[src/rtl/idma_buffer_lane_ctrl.sv]
// Lane-window sequencer for the iDMA byte-granular dataflow buffer.
// Accepts one transfer descriptor at a time and, for every beat, generates
// the per-lane enable masks that gate buffer writes (in side) and buffer
// drains (out side). done_o pulses once both sides have moved len bytes.
module idma_buffer_lane_ctrl #(
    parameter int unsigned StrbWidth = 8,
    parameter int unsigned LenWidth  = 16,
    parameter int unsigned OffsWidth = $clog2(StrbWidth)
) (
    input  logic                 clk_i,
    input  logic                 rst_ni,
    input  logic                 req_valid_i,
    output logic                 req_ready_o,
    input  logic [OffsWidth-1:0] req_in_offs_i,
    input  logic [OffsWidth-1:0] req_out_offs_i,
    input  logic [LenWidth-1:0]  req_len_i,
    input  logic                 in_valid_i,
    output logic                 in_ready_o,
    output logic [StrbWidth-1:0] buf_in_valid_o,
    input  logic [StrbWidth-1:0] buf_in_ready_i,
    output logic                 out_valid_o,
    input  logic                 out_ready_i,
    output logic [StrbWidth-1:0] out_mask_o,
    input  logic [StrbWidth-1:0] buf_out_valid_i,
    output logic [StrbWidth-1:0] buf_out_ready_o,
    output logic                 done_o
);

    typedef enum logic {
        IDLE = 1'b0,
        BUSY = 1'b1
    } state_e;

    state_e                state_q, state_d;
    logic [OffsWidth-1:0]  in_offs_q, in_offs_d;
    logic [OffsWidth-1:0]  out_offs_q, out_offs_d;
    logic [LenWidth-1:0]   in_rem_q, in_rem_d;
    logic [LenWidth-1:0]   out_rem_q, out_rem_d;
    logic                  in_first_q, in_first_d;
    logic                  out_first_q, out_first_d;
    logic                  done_q, done_d;

    logic                  busy;
    logic [LenWidth:0]     in_n, out_n;
    logic [StrbWidth-1:0]  in_mask, out_mask;
    logic                  in_hs, out_hs;

    // Bytes moved by the current beat of one side: min(StrbWidth - offs, rem),
    // evaluated one bit wider than the length so the subtraction cannot wrap.
    function automatic logic [LenWidth:0] beat_bytes(
        input logic                 first,
        input logic [OffsWidth-1:0] offs,
        input logic [LenWidth-1:0]  rem
    );
        logic [LenWidth:0] start;
        logic [LenWidth:0] avail;
        logic [LenWidth:0] rem_w;
        start = first ? (LenWidth+1)'(offs) : '0;
        avail = (LenWidth+1)'(StrbWidth) - start;
        rem_w = (LenWidth+1)'(rem);
        return (rem_w < avail) ? rem_w : avail;
    endfunction

    // Contiguous run of n lanes starting at the beat's lane offset.
    function automatic logic [StrbWidth-1:0] lane_mask(
        input logic                 first,
        input logic [OffsWidth-1:0] offs,
        input logic [LenWidth:0]    n
    );
        logic [LenWidth:0] start;
        logic [LenWidth:0] lane;
        start = first ? (LenWidth+1)'(offs) : '0;
        for (int unsigned i = 0; i < StrbWidth; i++) begin
            lane = (LenWidth+1)'(i);
            lane_mask[i] = (lane >= start) && (lane < start + n);
        end
    endfunction

    // Per-side lane windows and the beat handshakes they gate. Readiness and
    // validity depend only on the mask and the buffer lanes, never on the
    // upstream valid / downstream ready, so no loop forms through the buffer.
    always_comb begin
        busy     = (state_q == BUSY);
        in_n     = beat_bytes(in_first_q, in_offs_q, in_rem_q);
        out_n    = beat_bytes(out_first_q, out_offs_q, out_rem_q);
        in_mask  = busy ? lane_mask(in_first_q, in_offs_q, in_n) : '0;
        out_mask = busy ? lane_mask(out_first_q, out_offs_q, out_n) : '0;

        in_ready_o     = busy && (in_rem_q != '0) && (&(buf_in_ready_i | ~in_mask));
        in_hs          = in_valid_i && in_ready_o;
        buf_in_valid_o = in_mask & {StrbWidth{in_hs}};

        out_valid_o     = busy && (out_rem_q != '0) && (&(buf_out_valid_i | ~out_mask));
        out_hs          = out_valid_o && out_ready_i;
        out_mask_o      = out_valid_o ? out_mask : '0;
        buf_out_ready_o = out_mask & {StrbWidth{out_hs}};
    end

    // Next-state logic. Completion is detected on the edge of the final
    // handshake, so done_o and req_ready_o rise together in the next cycle
    // and a waiting descriptor can be taken right then.
    always_comb begin
        // NOTE: every variable gets a default before the case so no path
        // leaves it unassigned; that is what keeps this block latch-free.
        state_d     = state_q;
        in_offs_d   = in_offs_q;
        out_offs_d  = out_offs_q;
        in_rem_d    = in_rem_q;
        out_rem_d   = out_rem_q;
        in_first_d  = in_first_q;
        out_first_d = out_first_q;
        done_d      = 1'b0;
        req_ready_o = (state_q == IDLE);

        case (state_q)
            IDLE: begin
                if (req_valid_i) begin
                    in_offs_d   = req_in_offs_i;
                    out_offs_d  = req_out_offs_i;
                    in_rem_d    = req_len_i;
                    out_rem_d   = req_len_i;
                    in_first_d  = 1'b1;
                    out_first_d = 1'b1;
                    // A zero-length transfer has nothing to move: complete it
                    // straight away instead of parking in BUSY for a cycle.
                    if (req_len_i == '0) begin
                        done_d = 1'b1;
                    end else begin
                        state_d = BUSY;
                    end
                end
            end
            BUSY: begin
                if (in_hs) begin
                    in_rem_d   = in_rem_q - in_n[LenWidth-1:0];
                    in_first_d = 1'b0;
                end
                if (out_hs) begin
                    out_rem_d   = out_rem_q - out_n[LenWidth-1:0];
                    out_first_d = 1'b0;
                end
                if ((in_rem_d == '0) && (out_rem_d == '0)) begin
                    state_d = IDLE;
                    done_d  = 1'b1;
                end
            end
            default: state_d = IDLE;
        endcase
    end

    // State and counter registers; reset abandons any transfer silently.
    always_ff @(posedge clk_i or negedge rst_ni) begin
        if (!rst_ni) begin
            state_q     <= IDLE;
            in_offs_q   <= '0;
            out_offs_q  <= '0;
            in_rem_q    <= '0;
            out_rem_q   <= '0;
            in_first_q  <= 1'b0;
            out_first_q <= 1'b0;
            done_q      <= 1'b0;
        end else begin
            // NOTE: non-blocking assignments so every register samples the
            // pre-edge values, independent of statement order.
            state_q     <= state_d;
            in_offs_q   <= in_offs_d;
            out_offs_q  <= out_offs_d;
            in_rem_q    <= in_rem_d;
            out_rem_q   <= out_rem_d;
            in_first_q  <= in_first_d;
            out_first_q <= out_first_d;
            done_q      <= done_d;
        end
    end

    assign done_o = done_q;

endmodule

[config.mk]
export PLATFORM = sky130hd
export DESIGN_NAME = idma_buffer_lane_ctrl
export DESIGN_NICKNAME = d
export VERILOG_FILES = /design/src/rtl/idma_buffer_lane_ctrl.sv
export SDC_FILE = /design/constraint.sdc
export NUM_CORES = 1
export LEC_CHECK = 0
export CORE_MARGIN = 3
export CORE_UTILIZATION = 50
export CTS_CLUSTER_SIZE = 14
export DETAILED_ROUTE_END_ITERATION = 12
export GPL_ROUTABILITY_DRIVEN = 0
export HOLD_SLACK_MARGIN = 0.06
export PLACE_DENSITY = 0.76
export SLEW_MARGIN = 20
export SYNTH_ARGS = -nofsm -noshare
export SYNTH_HDL_FRONTEND = slang
export SYNTH_SLANG_ARGS = --single-unit
[constraint.sdc]
create_clock -name clk_i -period 5.66 [get_ports clk_i]
set_input_delay 0.566 -clock clk_i [delete_from_list [all_inputs] [get_ports clk_i]]
set_output_delay 0.566 -clock clk_i [all_outputs]
set_load 0.01 [all_outputs]
==> summary.txt <==
Clock tree
  • CTS sink cnt: 42
  • Root buf cell: clkbuf_8
  • CTS Buf Count: 5
  • Worst-path clk slew: 90 ps
  • CTS tree: done
  • Cts hold-fix bufs: 0
  • CTS max path bufs: 2
  • H-tree depth: 2
  • Worst-Skew Late Latency: 320 ps

Synth
  • Seq/Total Area, Yosys: 0.220
  • Cell Area, Synth: between 4000 and 5000 sq um
  • Unique masters post-synth: 73
  • Syn_nets: 689
  • Largest cells by area after synthesis: dfrtp_1 22%, ha_1 7.3%, o21ai_0 5.0%
  • Synthesized flop and latch total: 42
  • Syn avg cell area: 7.77 sq um
  • Post-Syn Instances: 614
  • Post-synth EDFFs: 0
  • Most frequently used flop master after synthesis: dfrtp_1
  • Yosys top cell by area: dfrtp_1
  • Ys async rst share: 1.00
  • YS warnings: 0
  • Top cell type's share of synthesized area: 0.220

Setup path
  • Max incr delay on CP: about 420 ps
  • Reg2Reg Setup Slack: 50 ps
  • Worst-path fanout max: 5
  • Crit path launch type: flip-flop
  • Worst EP required: 5090 ps
  • Worst path cell trace: nand2_1 -> ha_2 -> ha_4 -> inv_2 -> ha_4 -> a21o_1 -> a2111oi_4 -> and3_4 -> nand2_4 -> o21ai_4 -> ha_2 -> inv_2 -> fa_2 -> or3b_4 -> o22ai_4 -> nand3_2 -> mux2i_1 -> o32ai_1 -> a221o_1 -> buf_6 -> nor2_4 -> nand2_4 -> nor3_2 -> buf_2
  • CP Data Arrival Time: 5170 ps
  • R2R cell count: 25
  • Setup CP Type: flip-flop to output port
  • CP max stage cell: dfrtp_1
  • Crit. End Element: output port

Die
  • Core Rows: 35
  • Die width: just over 100 um
  • Die ar.: 10700 sq um
  • Die height: 104 um
  • I/O pin total: 71
  • CORE AREA: slightly above 9000 sq um
  • Starting Density: 0.516

Routing
  • DR vias/cell: 6.36
  • Routed WL per cell: 19.3 um
  • DR iter-0 viols: 441
  • TritonRoute pass-1 iters: 5
  • Final WL: around 17 mm
  • Remaining DRCs: 0
  • Vias post-DR: 5517
  • ANT nets after route: 0

GRT
  • Initial antenna violation count: 0
  • First-pass GRT wire length: 25.4 mm
  • Gr ovfl total: 0
  • Tot GR Track Use: 0.284
  • Largest net degree at the start of global routing: 58
  • Vias in the first global route: 5174

Cells and area
  • Commonest non-fill, non-tap cells in the layout: 73 x buf_4, 50 x nor2_1, 45 x o21ai_0
  • Final net count: 813
  • Fin util: 0.716
  • Area grow syn2layout: 38.6%
  • N_diodes: 0
  • Commonest non-fill, non-tap cell in the layout: buf_4
  • Proportion of layout cells with a drive suffix above 1: 0.279

Power
  • Leak: between 0.002 and 0.003 uW
  • Reg power frac: 0.249
  • Comb power frac: 0.639
  • Clock share of power: 0.112
  • Tot Pwr: between 2000 and 2500 uW
  • P_sw: 1120 uW
  • Internal: 1180 uW
  • Switching part of the total: 0.488
  • Pwr per Cell Area: 349 nW/um^2
  • VDD IR-drop max: 0.208 mV

Placed design
  • Placed wire-length estimate: 11.4 mm
  • Port Buf Inserts: 70

Timing
  • Final Setup Violations: 6
  • F_max: between 150 and 200 MHz
  • Least-Margin Pin Slew: 1010 ps
  • WHS: 409 ps
  • RSZ-0062 raised after global routing: true
  • Slew Limit Fails: 0
  • Skew final: ~5.4 ps
  • Crit share post-route: 1.01
  • Final WS setup: -74.2 ps
  • Final hold vios: 0
  • Min Clock Period, post-route: 5730 ps
  • Slew headroom: 0.330

Run status
  • Outcome: finished with violations
  • Failing checks: setup timing

Job
  • Max Cap Violations: 0

Min path
  • Worst hold-check path type: primary input to asynchronous set/reset pin
[cell families after synthesis]
kind of cell    Yosys count  synth area share
compound gates          175             0.247
xor+xnor                 32            0.0587
fa+ha+maj                32            0.0902
buf+inv                  68            0.0598
flops                    42             0.220
mux                      21            0.0464
simple gates            244             0.278
[sequential cells by signal, summed over array words and instances, names as in the netlist]
register / count
in_rem_q: 16
out_rem_q: 16
in_offs_q: 3
out_offs_q: 3
busy: 1
done_o: 1
in_first_q: 1
out_first_q: 1
[layout make-up]
cell class	instances	area, sq um
clock buffer	6	72.6
clock inverter	2	37.5
fill	688	2630
inverter	34	131
multi-input combinational	504	3890
sequential	42	1050
tap	129	161
timing repair buffer	151	1260
[per-stage QoR]
| stage | setup slack [ps] | cells | TNS (ps) | instance area, sq um |
|---|---|---|---|---|
| CTS | -14.6 | 858 | -19.3 | 6270 |
| finish | -74.2 | 868 | -185 | 6610 |
| floorplan | -37.8 | 614 | -37.8 | 4860 |
| global placement | -9.70 | 839 | -9.70 | 6010 |
| detailed placement | -302 | 839 | -2150 | 6010 |
| global route | -313 | 868 | -4940 | 6610 |
[path summary, 6_finish.rpt]
check	to	startpoint
setup / recovery	buf_in_valid_o[1]	in_first_q
hold / removal	in_rem_q[9]	rst_ni
setup reg to reg	busy	out_first_q
hold reg to reg	in_rem_q[15]	in_rem_q[15]
max in group asynchronous	out_first_q	rst_ni
min in group clk_i	in_rem_q[15]	in_rem_q[15]
[worst max-delay path: cells and delay by family (launching register included)]
family / cells / cell delay (ps)
buffers and inverters: 4 / 390
DFF: 1 / 420
AOI/OAI and AO/OA: 6 / 1270
muxes: 1 / 200
adders and majority gates: 5 / 1240
and+or+nand+nor: 8 / 1300
[what timing repair did]
item / 4_1_cts / 5_1_grt
pin swaps: 23 / 37
resized for setup: 107 / 66
buffers inserted: 11 / 11
setup endpoints to repair: 28 / 37
[power groups by stage]
stage / sequential (uW) / clock [uW] / combinational (uW)
finish: 574 / 257 / 1470
global route: 589 / 268 / 1610
CTS: 552 / 252 / 1330
detailed placement: 555 / 0 / 1240
global placement: 550 / 0 / 1200
floorplan: 484 / 0 / 921
[cell usage after synthesis, drive strengths merged (16+ instances only)]
master and number:
a211oi 20, a21oi 37, clkbuf 27, dfrtp 42, ha 28, inv 32, nand2 48, nand2b 17
nand4 16, nor2 57, nor3 29, nor4 18, o21ai 51, xnor2 21
[metal layers]
metal  wire length [um]  vias up  global-route usage
met2               7980      306               0.490
met5                  0        -                   0
met3               1410       72              0.0629
met4                575        0              0.0731
li1                   -     2516                   -
met1               6750     2623               0.360
(Power assumes the default switching activity.)
